## src/rtl/uart_tx_arbiter.sv

```systemverilog
// Round-robin arbiter that lets NUM_REQ requesters share one UART transmitter.
// It handles CTS gating, a transmitter acknowledge timeout, and a saturating frame counter.
module uart_tx_arbiter #(
    parameter int  NUM_REQ   = 4,
    parameter int  DATA_BITS = 8,
    parameter int  TIMEOUT   = 16,
    localparam int ID_W      = $clog2(NUM_REQ)
) (
    input  logic                         SysClk,
    input  logic                         Rst,
    input  logic [NUM_REQ-1:0]           Req,
    input  logic [NUM_REQ*DATA_BITS-1:0] Req_Data,
    output logic [NUM_REQ-1:0]           Grant,
    input  logic                         CTS,
    input  logic                         Tx_Busy,
    output logic                         Tx_Start,
    output logic [DATA_BITS-1:0]         Tx_Data,
    output logic [ID_W-1:0]              Active_Id,
    output logic                         Busy,
    output logic                         Timeout_Err,
    output logic [15:0]                  Frame_Count
);
    localparam int CNT_W = $clog2(TIMEOUT + 1);

    typedef enum logic [1:0] {IDLE, START, WAIT_BUSY, WAIT_DONE} state_t;

    state_t            state, state_next;
    logic [ID_W-1:0]   last_id, winner, idx;
    logic [CNT_W-1:0]  wait_cnt;
    logic              arb_go, busy_ack, timeout_hit, frame_end;

    // The search runs from the farthest offset to the nearest one, so the nearest
    // asserted request after last_id overwrites all the others.
    always_comb begin
        winner = '0;
        idx    = '0;
        for (int k = NUM_REQ; k >= 1; k--) begin
            idx = ID_W'((int'(last_id) + k) % NUM_REQ);
            if (Req[idx]) winner = idx;
        end
    end

    always_comb begin
        state_next  = state;
        arb_go      = 1'b0;
        busy_ack    = 1'b0;
        timeout_hit = 1'b0;
        frame_end   = 1'b0;
        Grant       = '0;
        Tx_Start    = 1'b0;
        Busy        = (state != IDLE);
        case (state)
            IDLE: begin
                if (|Req && CTS && !Tx_Busy) begin
                    arb_go     = 1'b1;
                    state_next = START;
                end
            end
            START: begin
                Grant[Active_Id] = 1'b1;
                Tx_Start         = 1'b1;
                state_next       = WAIT_BUSY;
            end
            WAIT_BUSY: begin
                if (Tx_Busy) begin
                    busy_ack   = 1'b1;
                    state_next = WAIT_DONE;
                end else if (wait_cnt == CNT_W'(TIMEOUT - 1)) begin
                    timeout_hit = 1'b1;
                    state_next  = IDLE;
                end
            end
            WAIT_DONE: begin
                if (!Tx_Busy) begin
                    frame_end  = 1'b1;
                    state_next = IDLE;
                end
            end
            default: state_next = IDLE;
        endcase
    end

    always_ff @(posedge SysClk) begin
        if (Rst) state <= IDLE;
        else     state <= state_next;
    end

    always_ff @(posedge SysClk) begin
        if (Rst) begin
            Tx_Data     <= '0;
            Active_Id   <= '0;
            last_id     <= ID_W'(NUM_REQ - 1);
            wait_cnt    <= '0;
            Frame_Count <= '0;
            Timeout_Err <= 1'b0;
        end else begin
            Timeout_Err <= timeout_hit;
            if (arb_go) begin
                Tx_Data   <= Req_Data[winner*DATA_BITS +: DATA_BITS];
                Active_Id <= winner;
            end
            // START always precedes WAIT_BUSY, so the counter is clear on entry.
            if (state == START)          wait_cnt <= '0;
            else if (state == WAIT_BUSY) wait_cnt <= wait_cnt + CNT_W'(1);
            if (busy_ack && Frame_Count != 16'hFFFF) Frame_Count <= Frame_Count + 16'd1;
            if (timeout_hit || frame_end) last_id <= Active_Id;
        end
    end
endmodule

```

## config.mk

```make
export PLATFORM = sky130hd
export DESIGN_NAME = uart_tx_arbiter
export DESIGN_NICKNAME = d
export VERILOG_FILES = /design/src/rtl/uart_tx_arbiter.sv
export SDC_FILE = /design/constraint.sdc
export NUM_CORES = 1
export LEC_CHECK = 0
export ABC_AREA = 0
export CAP_MARGIN = 20
export CORE_UTILIZATION = 48
export CTS_CLUSTER_SIZE = 16
export DETAILED_ROUTE_END_ITERATION = 16
export HOLD_SLACK_MARGIN = 0.06
export PLACE_DENSITY = 0.85
export SLEW_MARGIN = 20
export SYNTH_ARGS = -nofsm -noshare
export SYNTH_HDL_FRONTEND = slang
export SYNTH_SLANG_ARGS = --single-unit
```

## constraint.sdc

```tcl
create_clock -name SysClk -period 2.49 [get_ports SysClk]
set_input_delay 0.498 -clock SysClk [delete_from_list [all_inputs] [get_ports SysClk]]
set_output_delay 0.498 -clock SysClk [all_outputs]
set_load 0.05 [all_outputs]
```

# Word level (Yosys, flattened, before mapping)
# Cells that the tools add are included.
word_totals:
  register_bits: 36
  in_bits: 40
  wordCells: 69
classes:
  addsub: 6
  order_cmp: 6
  n_eq_ne: 8
  shifts: 1
  mux: 30
  n_reduce_logical: 11
op_table:
  columns: ["operator", "n"]
  rows:
  - ["$shiftx A32 B6 Y8", 1]
  - ["$add A16 B1 Y16 const B", 1]
  - ["$mux W2", 8]
  - ["$ne A16 B16 Y1 const B", 1]
  - ["$lt A2 B3 Y1 const B", 5]
  - ["$mux W1", 15]
  - ["$bmux W1 S2", 4]
  - ["$pmux W2 S4", 1]
  - ["$add A5 B1 Y5 const B", 1]
  - ["$eq A5 B4 Y1 const B", 1]
  - ["$add A2 B1 Y2 const B", 2]
  - ["$add A2 B2 Y2 const B", 2]
  - ["$eq A2 B2 Y1 const B", 2]
  - ["$logic_and A1 B1 Y1", 4]
  - ["$mux W4", 1]
  - ["$ne A2 B2 Y1 const B", 2]
  - ["$reduce_or A4 Y1", 1]
  - ["$ne A3 B3 Y1 const B", 1]
  - ["$reduce_and A3 Y1", 1]
  - ["$demux W1 S2", 1]
  - ["$eq A2 B1 Y1 const B", 1]
  - ["$ge A2 B1 Y1 const B", 1]
  - ["$logic_not A2 Y1", 1]
  - ["$reduce_bool A2 Y1", 1]
  - ["3 further kinds", 3]

# Depth between registers and ports, before layout
# Gate-level depths: netlist of run 1.
depth:
  depth_word: 8
  depth_mapped: 7

# Worst setup path before layout of run 1
# No wires, ideal clock.
synth_path:
  kind: "reg-to-output"
  start: "register Active_Id[1]"
  end: "output Grant[2]"
  arrival_time_ps: 2361
  setup_slack_ps: -369
  path_stages_with_launch: 2
  cell_sequence: "dfxtp_1 -> nor4b_1"
synth_via:
  elab_chain_len: 5
  word_cells_on_any_way: 6
synth_rtl:
  columns: ["element", "line_no", "text"]
  rows:
  - ["start: declaration", "18", "output logic [ID_W-1:0] Active_Id,"]
  - ["start signal: assignment", "100", "Active_Id <= winner;"]
  - ["$lt A2 B3 Y1 (implied by the code) / $ge A2 B1 Y1 (equally long branches)", "60", "Grant[Active_Id] = 1'b1;"]
  - ["$logic_and A1 B1 Y1 (implied by the code)", "60", null]
  - ["$mux W1 (implied by the code)", "60", null]
  - ["$demux W1 S2 (*)", "60", null]
  - ["$mux W4 (*)", "52", "case (state)"]
  - ["end: declaration", "13", "output logic [NUM_REQ-1:0] Grant,"]
# Mark *: on every way between the ends. The rest lies on a longest branch, timed or not.

# Final worst setup path of run 1
layout_path:
  start: "register Frame_Count[11]"
  end: "output Frame_Count[11]"
layout_rtl:
  columns: ["element", "line_no", "text"]
  rows:
  - ["start: declaration", "21", "output logic [15:0] Frame_Count"]
  - ["start signal: assignment", "105", "if (busy_ack && Frame_Count != 16'hFFFF) Frame_Count <= Frame_Count + 16'd1;"]
# No word-level cell between the ends.

==> flow_summary.json, run 1 <==
{
  "drtIter0Drc": 44,
  "arrival_ps": 1650,
  "finalCriticalPeriod_ps": 2150,
  "synth_area_per_cell_um2": 9.18,
  "vias_per_cell": 5.51,
  "power_uw": 1250,
  "critPathLaunchType": "register",
  "area_growth_pct": 44.2,
  "crit_chain": "clkdlybuf4s50_1",
  "p_leak_uw": 0.00108,
  "crit_type": "reg2out",
  "crit_family": "buffers and inverters",
  "worstReg2RegStart": "state[0]$_SDFFE_PP0P_",
  "hold_viol": 0,
  "slew_violations": 0,
  "ios": 73,
  "grt_max_degree": 22,
  "via_count": 1879,
  "relSlewSlack": 0.622,
  "layoutNonFillerInstCount": 341,
  "synth_top_area_frac": 0.360,
  "layout_setup_ws_ps": 345,
  "nets": 334,
  "status": "finished clean",
  "p_per_area_nw_per_um2": 434,
  "die-width_um": 66.6,
  "synth_top_cell_by_area": "dfxtp_1",
  "tns_ps": 0,
  "ys_top_cells_by_area": "dfxtp_1 (36%), mux2i_1 (11%), nor2_1 (5.8%)",
  "grt_overflow": 0,
  "worst_pin_slew_ps": 565,
  "hold_path_end": "Tx_Data[4]$_SDFFE_PP0P_",
  "die_h_um": 66.6,
  "cts.sinks": 36,
  "avgRoutedWirePerCell_um": 14.5,
  "drive_gt1_frac": 0.103,
  "first_global_vias": 1781,
  "top_layer": "met4",
  "route.met2.wl_um": 2290,
  "syn_area_um2": 2000,
  "dpl.hpwl_um": 3700,
  "synthCells": 218,
  "synth_top_family_by_area": "simple AND/OR/NAND/NOR gates",
  "path_buf_inv": 1,
  "dr.pass1.iters": 4,
  "cts_hold_buf": 0,
  "cp_max_fo": 7,
  "start_util": 0.500,
  "r2r-end": "Frame_Count[13]$_SDFFE_PP0P_",
  "fmax_mhz": 466,
  "post-route-period-util": 0.862,
  "insertion_delay_ps": 280,
  "cts_buffers": 5,
  "synthAdderAreaFrac": 0.0188,
  "synth-seq-cells": 36,
  "seq_area_frac_synth": 0.360,
  "cts_max_path_buffers": 2,
  "place_area_um2": 2810,
  "rsz0062_at_grt": "no",
  "cts_max_level": 2,
  "grt_usage": 0.233,
  "cts_tree": "yes",
  "port_buffers": 72,
  "min_path_type": "reg2reg",
  "skew_ps": 8.07,
  "peakVddDrop_mv": 0.333,
  "post_cts_resized": 0,
  "gp_congestion": 0.760,
  "yosysWarnings": 0,
  "synth_compound_area_frac": 0.127,
  "ant_nets": 0,
  "core_um2": 4000,
  "synth_cell_types": 46,
  "cts_root_buf": "clkbuf_8",
  "max_stage_delay_ps": 870,
  "synth-edff-count": 0,
  "post-place-ws_ps": 226,
  "routed_wl_um": 4930,
  "reg2reg_depth": 6,
  "post_cts_buffers": 0,
  "yosys-mux-area-fraction": 0.105,
  "whs_path_depth": 2,
  "dr_wl_met3_um": 431,
  "yosys.area_share.simple": 0.282,
  "synth_nets": 261,
  "stdcell_area_um2": 2880,
  "setup_viol": 0,
  "required_ps": 1990,
  "worstHoldStart": "Tx_Data[4]$_SDFFE_PP0P_",
  "r2r_setup_slack_ps": 770,
  "synthXorXnorAreaFrac": 0.0569,
  "end_kind": "output port",
  "synth_async_sr_flop_share": 0,
  "critPathSlowestCell": "clkdlybuf4s50_1",
  "m1WireLength_um": 2180,
  "route.detailed.drc": 0,
  "antenna_found_initial": 0,
  "maxCapViolCount": 0,
  "rows": 23,
  "grt_pass1_wl_um": 7820,
  "synthFlopType": "dfxtp_1",
  "diodes": 0,
  "place_inst": 334,
  "cts.reportedPaths.clkPinSlew_ps": 70,
  "fp.dieArea_um2": 4430
}
## cell families after synthesis
group | after synthesis
buf+inv | 16
mux | 21
compound gates | 33
simple gates | 96
fa+ha+maj | 3
flops | 36
xor+xnor | 13
## layer usage
layer	vias up	GRT usage
met1	870	0.278
met3	2	0.0685
li1	942	-
met2	65	0.394
met4	0	0.0824
met5	-	0
## how the worst max path moves through the flow
stage | start | end | depth (start not counted)
CTS | Active_Id[0]$_SDFFE_PP0P_ | Active_Id[0] | 1
finish | Frame_Count[11]$_SDFFE_PP0P_ | Frame_Count[11] | 1
global placement | Req[1] | Tx_Data[7]$_SDFFE_PP0P_ | 6
detailed placement | Req[0] | Tx_Data[7]$_SDFFE_PP0P_ | 6
floorplan | state[0]$_SDFFE_PP0P_ | Grant[1] | 4
global route | Active_Id[0]$_SDFFE_PP0P_ | Active_Id[0] | 1
## per-stage QoR
step,hold slack (ps),util
global route,541,0.721
global placement,480,0.702
finish,501,0.721
detailed placement,490,0.702
floorplan,501,-
CTS,505,0.721
## cell usage after synthesis (4+ instances only)
cell type,instances
nand2_1,15
a211oi_1,4
nand3b_1,9
and3_1,4
o221ai_1,8
dfxtp_1,36
o21ai_0,4
mux2i_1,21
nand2b_1,4
clkbuf_1,5
nand3_1,8
inv_1,4
xor2_1,13
nor2_1,31
## cells in the final DEF (no fill, tap or decap), drive strengths merged, types with 2 or more instances in the layout
cell type      instances
a211o                  2
a211oi                 4
a21oi                  2
a31oi                  3
a32oi                  2
and3                   4
and4                   2
buf                   12
clkbuf                 6
clkdlybuf4s50         66
dfxtp                 36
ha                     3
inv                    4
mux2i                 21
nand2                 15
nand2b                 4
nand3                  8
nand3b                 9
nand4                  5
nand4b                 3
nor2                  33
nor2b                  3
nor3                   4
nor4b                  2
o211ai                 2
o21ai                  6
o221ai                 8
or4                    2
xor2                  13
## sequential cells by signal, indices dropped and copies added, names as in the netlist
signal       count
Active_Id        2
Frame_Count     16
Timeout_Err      1
Tx_Data          8
last_id          2
state            2
wait_cnt         5
## cell type report
| class | instances | area [um^2] |
|---|---|---|
| Tap cell | 50 | 62.6 |
| Clock buffer | 6 | 72.6 |
| Fill cell | 287 | 1120 |
| Sequential cell | 36 | 721 |
| Timing Repair Buffer | 78 | 813 |
| Clock inverter | 1 | 5.00 |
| Inverter | 4 | 15.0 |
| Multi-Input combinational cell | 166 | 1190 |
## power by group
group / switching, uW / internal, uW
logic: 137 / 128
registers: 13.3 / 592
clock network: 191 / 190
total: 341 / 910
Power figures use the tool's default switching activity.
==> run 2, diff against run 1 <==
--- a/config.mk
+++ b/config.mk
@@ -7,11 +7,12 @@
 export LEC_CHECK = 0
 export ABC_AREA = 0
 export CAP_MARGIN = 20
-export CORE_UTILIZATION = 48
+export CORE_UTILIZATION = 40
 export CTS_CLUSTER_SIZE = 16
 export DETAILED_ROUTE_END_ITERATION = 16
+export GPL_ROUTABILITY_DRIVEN = 0
 export HOLD_SLACK_MARGIN = 0.06
-export PLACE_DENSITY = 0.85
+export PLACE_DENSITY = 0.76
 export SLEW_MARGIN = 20
 export SYNTH_ARGS = -nofsm -noshare
 export SYNTH_HDL_FRONTEND = slang
==> constraint.sdc (replaced) <==
create_clock -name SysClk -period 1.73 [get_ports SysClk]
set_input_delay 0.346 -clock SysClk [delete_from_list [all_inputs] [get_ports SysClk]]
set_output_delay 0.346 -clock SysClk [all_outputs]
set_load 0.05 [all_outputs]
==> flow_summary.json, run 2 (synthesized netlist as in run 1, its figures left out) <==
{
  "min_path_type": "reg2reg",
  "r2r-end": "Tx_Data[6]$_SDFFE_PP0P_",
  "cp_max_fo": 8,
  "r2r_setup_slack_ps": 70,
  "grt_max_degree": 28,
  "top_register": "Frame_Count",
  "cts.sinks": 36,
  "cts_buffers": 5,
  "grt_usage": 0.191,
  "finalCriticalPeriod_ps": 1700,
  "ant_nets": 0,
  "nets": 351,
  "layout_common_cells": "buf_4 (44), clkdlybuf4s50_1 (35), nor2_1 (29), dfxtp_1 (21), mux2i_1 (21)",
  "cts_max_path_buffers": 2,
  "maxCapViolCount": 0,
  "final_common_cell": "buf_4",
  "worst_pin_slew_ps": 279,
  "use_met3": 0.0566,
  "use_met2": 0.302,
  "busiest_layer": "met2",
  "status": "finished clean",
  "place_inst": 365,
  "slew_violations": 0,
  "reg2reg_depth": 7,
  "die_h_um": 72.7,
  "fp.dieArea_um2": 5290,
  "port_buffers": 72,
  "tns_ps": 0,
  "cts_tree": "yes",
  "vias_per_cell": 5.18,
  "cts.reportedPaths.clkPinSlew_ps": 70,
  "grt_pass1_wl_um": 7910,
  "drtIter0Drc": 78,
  "core_um2": 4750,
  "die-width_um": 72.7,
  "p_per_area_nw_per_um2": 617,
  "post-route-period-util": 0.984,
  "worstReg2RegStart": "last_id[1]$_SDFFE_PP1P_",
  "dr.pass1.iters": 4,
  "arrival_ps": 1860,
  "insertion_delay_ps": 290,
  "routed_wl_um": 4980,
  "crit_start": "Req[1]",
  "end_kind": "register",
  "route.detailed.drc": 0,
  "peakVddDrop_mv": 0.435,
  "antenna_found_initial": 0,
  "fmax_mhz": 587,
  "layoutNonFillerInstCount": 375,
  "hold_viol": 0,
  "start_util": 0.421,
  "multi_input_area_um2": 1250,
  "drive_gt1_frac": 0.318,
  "dpl.hpwl_um": 3600,
  "required_ps": 1890,
  "setup_viol": 0,
  "grtUsageMet1": 0.247,
  "critPathCapture": "Tx_Data[6]$_SDFFE_PP0P_",
  "area_growth_pct": 57.9,
  "crit_type": "in2reg",
  "post-place-ws_ps": -392,
  "reg_top3": "Frame_Count: 16 flops, Tx_Data: 8 flops, wait_cnt: 5 flops",
  "ios": 73,
  "critPathLaunchType": "input pin",
  "p_leak_uw": 0.00129,
  "cts_root_buf": "clkbuf_8",
  "layout_setup_ws_ps": 27.4,
  "relSlewSlack": 0.814,
  "regArea_um2": 742,
  "via_count": 1942,
  "grt_overflow": 0,
  "cts_hold_buf": 0,
  "nFillCells": 405,
  "cts_max_level": 2,
  "largest_reg_flops": 16,
  "first_global_vias": 1705,
  "skew_ps": 8.34,
  "rows": 25,
  "hold_ws_ps": 477,
  "avgRoutedWirePerCell_um": 13.3,
  "diodes": 0
}
[run 2: cell types whose count changed in the layout (fill, tap and decap cells not counted), moves of 2 or more]
cell,before,now
buf_12,5,10
o221ai_2,0,2
clkdlybuf4s50_1,66,35
nor2_4,1,3
dfxtp_2,0,14
dlygate4sd2_1,0,3
buf_4,7,44
dfxtp_1,36,21
o221ai_1,8,6
clkbuf_8,5,7
[run 2: cell type report]
type,count,share of cell area
Clock buffer,7,0.0305
Inverter,4,0.00554
Multi-Input combinational cell,166,0.396
Sequential cell,36,0.235
Tap cell,67,0.0265
Timing Repair Buffer,95,0.306
[run 2: how the worst min path moves through the flow]
stage | from | end | cells past startpoint
2_1_floorplan | wait_cnt[4]$_SDFFE_PP0P_ | wait_cnt[4]$_SDFFE_PP0P_ | 2
3_3_place_gp | Frame_Count[12]$_SDFFE_PP0P_ | Frame_Count[12]$_SDFFE_PP0P_ | 1
3_5_place_dp | Frame_Count[12]$_SDFFE_PP0P_ | Frame_Count[12]$_SDFFE_PP0P_ | 1
4_1_cts | Frame_Count[12]$_SDFFE_PP0P_ | Frame_Count[12]$_SDFFE_PP0P_ | 1
5_1_grt | Frame_Count[12]$_SDFFE_PP0P_ | Frame_Count[12]$_SDFFE_PP0P_ | 1
6_report | Frame_Count[12]$_SDFFE_PP0P_ | Frame_Count[12]$_SDFFE_PP0P_ | 1
[run 2: per-stage QoR]
stage,total power [uW],utilization,instance area (um^2)
2_1_floorplan,1110,-,2060
3_3_place_gp,1300,0.626,2970
3_5_place_dp,1310,0.626,2970
4_1_cts,1960,0.655,3110
5_1_grt,2040,0.664,3160
6_report,1950,0.664,3160
[run 2: worst max-delay path, stage by stage]
cell and delay [ps]:
dlygate4sd2_1 280, o211ai_1 170, o21ai_1 100, nor3_2 170, buf_4 150, bufbuf_16 270
mux2i_1 260, o221ai_2 120
[run 2: timing repair]
item,CTS,global route
cloned,1,0
endpoints found under the hold margin,0,0
pin swaps,1,3
setup buffers,1,1
gates resized for setup,7,11
endpoints found under the setup margin,14,14
[run 2: power breakdown]
part / switching, uW / leakage [uW] / internal, uW / total, uW
logic: 208 / 0.000940 / 225 / 433
clock network: 286 / 0.0000503 / 355 / 641
registers: 24.7 / 0.000299 / 852 / 877
total: 519 / 0.00129 / 1430 / 1950
[run 2: per-layer routing]
metal / routed length [um] / vias up
met5: 0 / -
li1: - / 974
met2: 2230 / 53
met3: 362 / 5
met4: 46 / 0
met1: 2340 / 910
==> run 3, diff against run 2 <==
--- a/config.mk
+++ b/config.mk
@@ -7,6 +7,7 @@
 export LEC_CHECK = 0
 export ABC_AREA = 0
 export CAP_MARGIN = 20
+export CORE_MARGIN = 10
 export CORE_UTILIZATION = 40
 export CTS_CLUSTER_SIZE = 16
 export DETAILED_ROUTE_END_ITERATION = 16
==> flow_summary.json, run 3 (synthesized netlist as in run 1, its figures left out) <==
{
  "end_kind": "output port",
  "cts_root_buf": "clkbuf_8",
  "die-width_um": 90.7,
  "final_common_cell": "buf_4",
  "p_leak_uw": 0.00130,
  "required_ps": 1380,
  "power_uw": 1870,
  "start_util": 0.418,
  "use_met3": 0.0382,
  "hold_ws_ps": 468,
  "fmax_mhz": 601,
  "rows": 25,
  "cts.sinks": 36,
  "reg_top3": "Frame_Count: 16 flops, Tx_Data: 8 flops, wait_cnt: 5 flops",
  "grt_usage": 0.142,
  "critPathLaunchType": "register",
  "first_global_vias": 1940,
  "layout_common_cells": "buf_4 (43), clkdlybuf4s50_1 (35), nor2_1 (27), dfxtp_1 (21), mux2i_1 (17)",
  "tns_ps": 0,
  "finalCriticalPeriod_ps": 1660,
  "arrival_ps": 1320,
  "ant_nets": 0,
  "hold_viol": 0,
  "post-route-period-util": 0.962,
  "regArea_um2": 739,
  "nFillCells": 409,
  "slew_violations": 0,
  "path_buf_inv": 1,
  "cts_max_path_buffers": 2,
  "multi_input_area_um2": 1280,
  "setup_viol": 0,
  "cts_buffers": 5,
  "insertion_delay_ps": 280,
  "die_h_um": 90.7,
  "routed_wl_um": 6050,
  "cp_max_fo": 7,
  "critPathSlowestCell": "dfxtp_1",
  "grt_overflow": 0,
  "cts_tree": "yes",
  "grt_max_degree": 30,
  "nets": 352,
  "use_met2": 0.227,
  "cts_max_level": 2,
  "busiest_layer": "met2",
  "dpl.hpwl_um": 4490,
  "drive_gt1_frac": 0.330,
  "port_buffers": 72,
  "max_stage_delay_ps": 590,
  "antenna_found_initial": 0,
  "area_growth_pct": 59.0,
  "status": "finished clean",
  "avgRoutedWirePerCell_um": 16.1,
  "fp.dieArea_um2": 8230,
  "crit_chain": "and3_2, buf_12",
  "p_per_area_nw_per_um2": 589,
  "crit_family": "flip-flops",
  "core_um2": 4790,
  "top_register": "Frame_Count",
  "maxCapViolCount": 0,
  "relSlewSlack": 0.708,
  "rsz0062_at_grt": "no",
  "peakVddDrop_mv": 0.477,
  "grt_pass1_wl_um": 9880,
  "min_path_type": "reg2reg",
  "ios": 73,
  "drtIter0Drc": 74,
  "via_count": 1937,
  "fin_util": 0.665,
  "worst_pin_slew_ps": 438,
  "cts.reportedPaths.clkPinSlew_ps": 70,
  "largest_reg_flops": 16,
  "dr.pass1.iters": 4,
  "skew_ps": 9.90,
  "crit_type": "reg2out",
  "vias_per_cell": 5.15,
  "grtUsageMet1": 0.186,
  "diodes": 0,
  "route.detailed.drc": 0
}
## run 3: cell types whose count changed in the layout (fill, tap and decap cells not counted), sizes merged
cell    change
clkinv      +1
buf         +1
bufbuf      -1
## run 3: final timing paths
check | start | endpoint | slack [ps] | cells past startpoint
hold reg to reg | Frame_Count[12]$_SDFFE_PP0P_ | Frame_Count[12]$_SDFFE_PP0P_ | 470 | 1
setup / recovery | Active_Id[0]$_SDFFE_PP0P_ | Grant[3] | 70 | 2
hold / removal | Frame_Count[12]$_SDFFE_PP0P_ | Frame_Count[12]$_SDFFE_PP0P_ | 470 | 1
setup reg to reg | Frame_Count[1]$_SDFFE_PP0P_ | Frame_Count[1]$_SDFFE_PP0P_ | 80 | 7
## run 3: metrics by stage
| step | area [um^2] | setup slack [ps] | cells |
|---|---|---|---|
| floorplan | 2060 | -98.0 | 218 |
| global placement | 2990 | -365 | 364 |
| detailed placement | 2990 | -412 | 364 |
| CTS | 3130 | 4.13 | 373 |
| global route | 3180 | 0.489 | 376 |
| finish | 3180 | 66.1 | 376 |
## run 3: repair_timing
item	4_1_cts	5_1_grt
hold buffers	0	0
pin swaps	2	3
setup endpoints to repair	13	16
gates cloned	1	0
buffers inserted	1	3
gates resized for setup	10	14
## run 3: per-layer routing
| metal | vias up | share of wire | routed length (um) |
|---|---|---|---|
| met4 | 0 | 0 | 0 |
| met2 | 56 | 0.47 | 2860 |
| li1 | 975 | - | - |
| met5 | - | 0 | 0 |
| met1 | 906 | 0.48 | 2910 |
| met3 | 0 | 0.046 | 278 |
## run 3: power breakdown
group	internal, uW	total (uW)	switching, uW	leakage, uW
Clock	274	553	279	0.0000410
Sequential	853	873	20.7	0.000299
Combinational	227	449	222	0.000962
## run 3: layout make-up
type,instances,area share
Clock buffer,6,0.0228
Clock inverter,1,0.00157
Inverter,4,0.00472
Multi-Input combinational cell,166,0.401
Sequential cell,36,0.232
Tap cell,67,0.0264
Timing Repair Buffer,96,0.311
